## src/rtl/systemizer_phase_ctrl_if.sv

```systemverilog
// Handshake between the phase sequencer and the systemizer phase engine.
//   master : sequencer side, drives init/start/last-phase and receives done/fail
//   slave  : phase-engine side
// Signals:
//   ph_init_left / ph_init_right : one-cycle configuration pulses
//   ph_start / ph_start_block    : one-cycle launch pulse and the block it applies to
//   ph_last_phase                : high for the whole final phase
//   ph_done / ph_fail            : phase completion / failure from the engine
interface systemizer_phase_ctrl_if #(
  parameter int unsigned BW = 3
) ();

  logic          ph_init_left;
  logic          ph_init_right;
  logic          ph_start;
  logic [BW-1:0] ph_start_block;
  logic          ph_last_phase;
  logic          ph_done;
  logic          ph_fail;

  modport master (
    output ph_init_left,
    output ph_init_right,
    output ph_start,
    output ph_start_block,
    output ph_last_phase,
    input  ph_done,
    input  ph_fail
  );

  modport slave (
    input  ph_init_left,
    input  ph_init_right,
    input  ph_start,
    input  ph_start_block,
    input  ph_last_phase,
    output ph_done,
    output ph_fail
  );

endinterface

```

## src/rtl/systemizer_phase_ctrl.sv

```systemverilog
// Sequencer for the single-pass systemizer phase datapath.
// A host start configures the phase engine with one init pulse (left or right),
// then launches one phase per column block from first_block up to the final
// block, waiting for ph_done between launches. ph_fail aborts the run. While a
// run is active the host matrix-memory strobes are gated off.
// Ports:
//   clk, rst          : clock, asynchronous active-low reset
//   start, mode       : run request (IDLE only) and init side select (0 left, 1 right)
//   first_block       : first block index, sampled with start
//   busy, done, fail  : run status; done/fail are one-cycle pulses
//   phase_idx         : current block index (failing index kept after abort)
//   cycles            : saturating busy-cycle count of the last/current run
//   ph_if             : phase-engine handshake (master side)
//   host_rd_en/wr_en  : host memory strobes
//   ph_rd_en/wr_en    : gated strobes (combinational)
//   host_blocked      : registered flag, a host strobe was seen while busy
module systemizer_phase_ctrl #(
  parameter int unsigned N          = 4,
  parameter int unsigned L          = 8,
  parameter int unsigned K          = 16,
  parameter int unsigned NUM_PHASES = L / N,
  localparam int unsigned BW        = $clog2(K / N + 1)
) (
  input  logic                           clk,
  input  logic                           rst,
  input  logic                           start,
  input  logic                           mode,
  input  logic [BW-1:0]                  first_block,
  output logic                           busy,
  output logic                           done,
  output logic                           fail,
  output logic [BW-1:0]                  phase_idx,
  output logic [31:0]                    cycles,
  systemizer_phase_ctrl_if.master        ph_if,
  input  logic                           host_rd_en,
  input  logic                           host_wr_en,
  output logic                           ph_rd_en,
  output logic                           ph_wr_en,
  output logic                           host_blocked
);

  localparam logic [BW-1:0] NumPh   = BW'(NUM_PHASES);
  localparam logic [BW-1:0] LastIdx = BW'(NUM_PHASES - 1);

  typedef enum logic [2:0] {
    StIdle,
    StInit,
    StLaunch,
    StWait,
    StGap,
    StFin,
    StAbort
  } state_e;

  state_e        state_q, state_d;
  logic          busy_q, busy_d;
  logic          done_q, done_d;
  logic          fail_q, fail_d;
  logic [BW-1:0] phase_idx_q, phase_idx_d;
  logic [31:0]   cycles_q, cycles_d;
  logic          init_left_q, init_left_d;
  logic          init_right_q, init_right_d;
  logic          ph_start_q, ph_start_d;
  logic [BW-1:0] start_block_q, start_block_d;
  logic          last_phase_q, last_phase_d;
  logic          host_blocked_q, host_blocked_d;

  // Every registered output is computed from the state being entered, so a
  // pulse belonging to a state is visible during the cycle that state is held.
  always_comb begin
    state_d        = state_q;
    done_d         = 1'b0;
    fail_d         = 1'b0;
    init_left_d    = 1'b0;
    init_right_d   = 1'b0;
    ph_start_d     = 1'b0;
    phase_idx_d    = phase_idx_q;
    start_block_d  = start_block_q;
    last_phase_d   = last_phase_q;
    cycles_d       = cycles_q;

    if (busy_q && (cycles_q != '1)) begin
      cycles_d = cycles_q + 32'd1;
    end

    case (state_q)
      StIdle: begin
        if (start) begin
          cycles_d = '0;
          if (first_block >= NumPh) begin
            // Out-of-range first block: abort without touching the engine.
            state_d = StAbort;
            fail_d  = 1'b1;
          end else begin
            // mode/first_block are consumed here, so no separate latch is needed.
            state_d      = StInit;
            init_left_d  = ~mode;
            init_right_d = mode;
            phase_idx_d  = first_block;
          end
        end
      end

      StInit, StGap: begin
        state_d       = StLaunch;
        ph_start_d    = 1'b1;
        start_block_d = phase_idx_q;
        last_phase_d  = (phase_idx_q == LastIdx);
      end

      StLaunch: begin
        state_d = StWait;
      end

      StWait: begin
        if (ph_if.ph_fail) begin
          state_d      = StAbort;
          fail_d       = 1'b1;
          last_phase_d = 1'b0;
        end else if (ph_if.ph_done) begin
          last_phase_d = 1'b0;
          if (last_phase_q) begin
            state_d = StFin;
            done_d  = 1'b1;
          end else begin
            state_d     = StGap;
            phase_idx_d = phase_idx_q + BW'(1);
          end
        end
      end

      StFin, StAbort: begin
        state_d = StIdle;
      end

      default: begin
        state_d = StIdle;
      end
    endcase

    busy_d         = (state_d != StIdle);
    host_blocked_d = busy_q & (host_rd_en | host_wr_en);
  end

  always_ff @(posedge clk or negedge rst) begin
    if (!rst) begin
      state_q        <= StIdle;
      busy_q         <= 1'b0;
      done_q         <= 1'b0;
      fail_q         <= 1'b0;
      phase_idx_q    <= '0;
      cycles_q       <= '0;
      init_left_q    <= 1'b0;
      init_right_q   <= 1'b0;
      ph_start_q     <= 1'b0;
      start_block_q  <= '0;
      last_phase_q   <= 1'b0;
      host_blocked_q <= 1'b0;
    end else begin
      state_q        <= state_d;
      busy_q         <= busy_d;
      done_q         <= done_d;
      fail_q         <= fail_d;
      phase_idx_q    <= phase_idx_d;
      cycles_q       <= cycles_d;
      init_left_q    <= init_left_d;
      init_right_q   <= init_right_d;
      ph_start_q     <= ph_start_d;
      start_block_q  <= start_block_d;
      last_phase_q   <= last_phase_d;
      host_blocked_q <= host_blocked_d;
    end
  end

  assign busy         = busy_q;
  assign done         = done_q;
  assign fail         = fail_q;
  assign phase_idx    = phase_idx_q;
  assign cycles       = cycles_q;
  assign host_blocked = host_blocked_q;

  assign ph_if.ph_init_left   = init_left_q;
  assign ph_if.ph_init_right  = init_right_q;
  assign ph_if.ph_start       = ph_start_q;
  assign ph_if.ph_start_block = start_block_q;
  assign ph_if.ph_last_phase  = last_phase_q;

  // Host gating is combinational so a strobe is cut the same cycle busy rises.
  assign ph_rd_en = host_rd_en & ~busy_q;
  assign ph_wr_en = host_wr_en & ~busy_q;

endmodule

```

## src/flat_wrapper.sv

```systemverilog
// flat-port wrapper written by rule: the top's interface ports become plain ports
module systemizer_phase_ctrl_flat 
#(
  parameter int unsigned N          = 4,
  parameter int unsigned L          = 8,
  parameter int unsigned K          = 16,
  parameter int unsigned NUM_PHASES = L / N,
  localparam int unsigned BW        = $clog2(K / N + 1)
)
  (clk, rst, start, mode, first_block, busy, done, fail, phase_idx, cycles, host_rd_en, host_wr_en, ph_rd_en, ph_wr_en, host_blocked, ph_if_ph_init_left, ph_if_ph_init_right, ph_if_ph_start, ph_if_ph_start_block, ph_if_ph_last_phase, ph_if_ph_done, ph_if_ph_fail);
  systemizer_phase_ctrl_if #(.BW(3)) ph_if_i ();
  input  logic clk;
  input  logic rst;
  input  logic start;
  input  logic mode;
  input  logic [BW-1:0] first_block;
  output logic busy;
  output logic done;
  output logic fail;
  output logic [BW-1:0] phase_idx;
  output logic [31:0] cycles;
  input  logic host_rd_en;
  input  logic host_wr_en;
  output logic ph_rd_en;
  output logic ph_wr_en;
  output logic host_blocked;
  output wire logic [$bits(ph_if_i.ph_init_left)-1:0] ph_if_ph_init_left;
  output wire logic [$bits(ph_if_i.ph_init_right)-1:0] ph_if_ph_init_right;
  output wire logic [$bits(ph_if_i.ph_start)-1:0] ph_if_ph_start;
  output wire logic [$bits(ph_if_i.ph_start_block)-1:0] ph_if_ph_start_block;
  output wire logic [$bits(ph_if_i.ph_last_phase)-1:0] ph_if_ph_last_phase;
  input wire logic [$bits(ph_if_i.ph_done)-1:0] ph_if_ph_done;
  input wire logic [$bits(ph_if_i.ph_fail)-1:0] ph_if_ph_fail;
  assign ph_if_ph_init_left = ph_if_i.ph_init_left;
  assign ph_if_ph_init_right = ph_if_i.ph_init_right;
  assign ph_if_ph_start = ph_if_i.ph_start;
  assign ph_if_ph_start_block = ph_if_i.ph_start_block;
  assign ph_if_ph_last_phase = ph_if_i.ph_last_phase;
  assign ph_if_i.ph_done = ph_if_ph_done;
  assign ph_if_i.ph_fail = ph_if_ph_fail;
  systemizer_phase_ctrl #(.N(N), .L(L), .K(K), .NUM_PHASES(NUM_PHASES)) u_core (.clk(clk), .rst(rst), .start(start), .mode(mode), .first_block(first_block), .busy(busy), .done(done), .fail(fail), .phase_idx(phase_idx), .cycles(cycles), .ph_if(ph_if_i), .host_rd_en(host_rd_en), .host_wr_en(host_wr_en), .ph_rd_en(ph_rd_en), .ph_wr_en(ph_wr_en), .host_blocked(host_blocked));
endmodule
```

## config.mk

```make
export PLATFORM = sky130hd
export DESIGN_NAME = systemizer_phase_ctrl_flat
export DESIGN_NICKNAME = d
export VERILOG_FILES = /design/src/rtl/systemizer_phase_ctrl_if.sv /design/src/rtl/systemizer_phase_ctrl.sv /design/src/flat_wrapper.sv
export SDC_FILE = /design/constraint.sdc
export NUM_CORES = 1
export LEC_CHECK = 0
export CORE_ASPECT_RATIO = 1.1
export CORE_MARGIN = 2
export CORE_UTILIZATION = 56
export CTS_BUF_LIST = sky130_fd_sc_hd__clkbuf_4 sky130_fd_sc_hd__clkbuf_8
export DETAILED_ROUTE_END_ITERATION = 8
export GPL_ROUTABILITY_DRIVEN = 0
export PLACE_DENSITY = 0.88
export SLEW_MARGIN = 10
export SYNTH_ARGS = -nofsm -noshare
export SYNTH_HDL_FRONTEND = slang
export SYNTH_SLANG_ARGS = --single-unit
```

## constraint.sdc

```tcl
create_clock -name clk -period 4.65 [get_ports clk]
set_clock_uncertainty 0.15 [all_clocks]
set_input_delay 0.93 -clock clk [delete_from_list [all_inputs] [get_ports clk]]
set_output_delay 0.93 -clock clk [all_outputs]
set_load 0.05 [all_outputs]
```

# Yosys cells after proc, flatten, opt, wreduce, memory -nomap -nowiden
# Cells that the tools add are included.
[totals]
reg_bits = 49
in_bits = 11
out_inout_bits = 48
elab_cells = 74
[op_classes]
n_addsub = 2
order_cmp = 1
eq_ne = 12
muxes = 33
bitwise_logic = 6
reduce_logical = 8
[ops]
columns = ["operator", "count"]
rows = [
  ["$mux W32", 3],
  ["$add A32 B1 Y32 const B", 1],
  ["$ne A32 B32 Y1 const B", 1],
  ["$mux W3", 9],
  ["$mux W1", 17],
  ["$pmux W3 S4", 1],
  ["$ne A2 B2 Y1 const B", 5],
  ["$eq A3 B1 Y1 const B", 2],
  ["$eq A3 B2 Y1 const B", 2],
  ["$pmux W3 S2", 1],
  ["$reduce_and A6 Y1", 1],
  ["$pmux W1 S2", 2],
  ["$reduce_bool A2 Y1", 2],
  ["$add A3 B1 Y3 const B", 1],
  ["$and A1 B1 Y1", 3],
  ["$eq A3 B3 Y1 const B", 1],
  ["$ge A3 B2 Y1 const B", 1],
  ["$logic_not A3 Y1", 1],
  ["$ne A3 B3 Y1 const B", 1],
  ["$reduce_bool A3 Y1", 1],
  ["$not A1 Y1", 2],
  ["$reduce_and A2 Y1", 1],
  ["$reduce_or A2 Y1", 1],
  ["$logic_and A1 B1 Y1", 1],
  ["$or A1 B1 Y1", 1],
]

# Longest topological paths before layout
[logic_depth]
ltp_word = 5
mapped_depth = 7

# Least setup slack after synthesis
# OpenSTA, ideal clock, no wires.
[synth_path]
kind = "input port to output port"
from = "input host_rd_en"
to = "output ph_rd_en"
t_arrival_ns = 1.637
t_required_ns = 3.570
slack_ns = 1.933
stages = 1
path_cell_list = "nor2b_1"
[synth_via]
elab_chain_len = 1
[synth_lines]
columns = ["item", "line_no", "source"]
rows = [
  ["start, declared", "flat_wrapper.sv:22", "input logic host_rd_en;"],
  ["$and A1 B1 Y1", "systemizer_phase_ctrl.sv:189", "assign ph_rd_en = host_rd_en & ~busy_q;"],
  ["end, declared", "flat_wrapper.sv:24", "output logic ph_rd_en;"],
]
# No other way between the ends.

# Worst setup path after layout
[layout_path]
from = "input host_wr_en"
to = "output ph_wr_en"
[layout_via]
elab_chain_len = 1
[layout_lines]
columns = ["item", "line_no", "source"]
rows = [
  ["start, declared", "flat_wrapper.sv:23", "input logic host_wr_en;"],
  ["$and A1 B1 Y1", "systemizer_phase_ctrl.sv:190", "assign ph_wr_en = host_wr_en & ~busy_q;"],
  ["end, declared", "flat_wrapper.sv:25", "output logic ph_wr_en;"],
]
# No other way between the ends.

==> qor.csv <==
metric;value;unit
yosys.area_share.simple;26.2;%
rsz0062_at_grt;false;
cap_violations;0;
fin_crit;3450;ps
syn_nets;279;
yosysMostFrequentCell;dfrtp_1;
syn_inst;265;
cts_root_buffer;clkbuf_8;
io_buffer_count;58;
vias_per_cell;6.11;
detail_route.first_pass.iterations;4;
nets;335;
core_area;0.00455;mm2
met3_usage;5.29;%
grt_pass1_wl;10000;um
fill_cells;362;
syn_to_final_growth;27.0;%
slew-limit-headroom;27.0;%
synth-main-ff-cell;dfrtp_1;
multi_input_area;0.00132;mm2
p_leak;1.32;nW
crit_type;in2out;
dpl.hpwl;4310;um
ys_types;52;
tightest_slew;1090;ps
num_rows;26;
synth_seq_cells;49;
tns;0;ps
cts_tree;yes;
avgSynthCellArea;9.83;um2
crit_arrival;2370;ps
async_flop_share;100;%
grt_pass1_vias;2154;
critPathRequiredTime;3570;ps
synth.area.mux_share;2.83;%
status;finished clean;
die_w;69.0;um
layout.area.seq;0.00123;mm2
synth_top_area_share;47.1;%
p_per_area;533;mW/mm2
num_antenna_cells;0;
min_path_type;reg2reg;
avgRoutedWirePerCell;16.1;um
grt_util_met2;43.9;%
critical_path.top_delay_family;buffers and inverters;
crit_path_end_kind;primary output;
critPathSlowestCell;clkdlybuf4s50_1;
slew_violations;0;
max_freq;290;MHz
holdBufCountCts;0;
busiest_layer;met2;
yosys_warnings;0;
ios;59;
grt_usage;24.1;%
die-area;0.00521;mm2
clock_latency;310;ps
setup_violations;0;
antenna_left;0;
antenna_found_initial;0;
drtIter0Drc;141;
synthAdderAreaFrac;1.44;%
grt_start_max_net_pins;50;
clock_path_buffers;2;
seq_area_frac_synth;47.1;%
cts-resized-gates;0;
cpMostUsedCell;clkdlybuf4s50_1;
h-tree-depth;2;
worst-path-max-fanout;2;
route.detailed.drc;0;
clkTransAtPathRegs;90;ps
start_util;57.2;%
routed_wl;6100;um
fp.dieH;75.5;um
dpl_worst_slack;1220;ps
synth-compound-area-share;16.0;%
fin_ws;1200;ps
synth-edff-count;0;
cts.sinks;49;
met1_usage;28.7;%
yosysTopAreaCell;dfrtp_1;
peakVddDrop;369;uV
final_hold_viol_count;0;
layout-drive-gt1-share;9.63;%
synth_top_family_by_area;simple AND/OR/NAND/NOR gates;
postCtsSetupBuffers;0;
synth_area_leaders;dfrtp_1, nand2_1, nor2_1, a21oi_1, or3_1;
vias;2309;
gr-total-overflow;0;
netlist_area;0.00260;mm2
crit_chain;clkdlybuf4s50_1, nor2b_1, clkdlybuf4s50_1;
crit_buf_inv;2;
cts_inserted_buffers;5;
critical-path-max-stage-delay;810;ps
worstSetupStartpointType;primary input;
synthTopCellsByCount;dfrtp_1, nand2_1, nor2_1, a21oi_1;
synthXorXnorAreaFrac;3.70;%
fin_crit_sh;74.1;%
## through the flow
stage / cell area, um2 / std cells / power [mW] / util [%] / hold WS [ps]
floorplan: 2610 / 265 / 1.20 / - / 484
global placement: 3210 / 370 / 1.46 / 70.4 / 342
detailed placement: 3210 / 370 / 1.49 / 70.4 / 345
CTS: 3310 / 378 / 1.77 / 72.6 / 370
global route: 3310 / 378 / 1.85 / 72.6 / 394
finish: 3310 / 378 / 1.76 / 72.6 / 366
## power breakdown
group	switching (mW)	total [mW]	internal [mW]
registers	0.143	0.668	0.524
logic	0.531	0.818	0.287
clock network	0.144	0.278	0.135
## state kept, by name, indices dropped and copies added, names as in the netlist
signal and flops:
u_core.ph_if.ph_init_right 1, u_core.cycles 32, u_core.ph_if.ph_start_block 3, u_core.ph_if.ph_init_left 1, u_core.ph_if.ph_last_phase 1, u_core.state_q 3, u_core.host_blocked 1, u_core.busy 1
u_core.ph_if.ph_start 1, u_core.done 1, u_core.phase_idx 3, u_core.fail 1
## kinds of logic after synthesis
kind of cell,count (synthesis)
flip-flops,49
multiplexers,7
buffers and inverters,13
AO/OA/AOI/OAI,61
AND/OR/NAND/NOR,121
adder cells (fa/ha/maj),3
XOR/XNOR,11
## layer usage
| metal | share of wire, % | vias up |
|---|---|---|
| met5 | 0 | - |
| met4 | 1.5 | 0 |
| met3 | 5.1 | 9 |
| met2 | 52 | 70 |
| met1 | 42 | 1124 |
| li1 | - | 1106 |
## cell usage in the layout (no fill, tap or decap), drive strengths merged, types with 2 or more instances in the layout
master	netlist	final
a211oi	2	2
a21oi	17	17
a31oi	2	2
and2	3	3
and3	3	3
and4	7	7
buf	3	2
clkbuf	7	7
clkdlybuf4s50	0	57
dfrtp	49	49
ha	3	3
inv	3	3
mux2	3	3
mux2i	4	4
nand2	25	25
nand3	13	13
nand3b	3	3
nand4	8	8
nor2	24	24
nor2b	3	3
nor3	5	5
o21ai	17	17
o311ai	4	4
o31ai	9	9
or2	4	4
or3	10	10
or4	9	9
xnor2	4	4
xor2	7	7
## worst paths after layout
| kind | start | to | slack, ps | depth (start not counted) |
|---|---|---|---|---|
| setup / recovery | host_wr_en | ph_wr_en | 1200 | 3 |
| hold / removal | u_core.ph_if.ph_start_block[1] | u_core.ph_if.ph_start_block[1] | 370 | 1 |
| setup reg to reg | u_core.cycles[18] | u_core.cycles[15] | 1910 | 5 |
| hold reg to reg | u_core.ph_if.ph_start_block[1] | u_core.ph_if.ph_start_block[1] | 370 | 1 |
| max in group asynchronous | rst | u_core.cycles[2] | 3000 | 1 |
| min in group asynchronous | rst | u_core.cycles[5] | 680 | 1 |
## area by class of cell
type / instances / share of cell area, %
clock buffers: 7 / 2.91
flip-flops and latches: 49 / 37.1
inverters: 3 / 0.340
multi-input cells: 203 / 39.8
clock inverters: 1 / 0.151
repair buffers: 59 / 17.6
well taps: 56 / 2.12
Power figures use the tool's default switching activity.
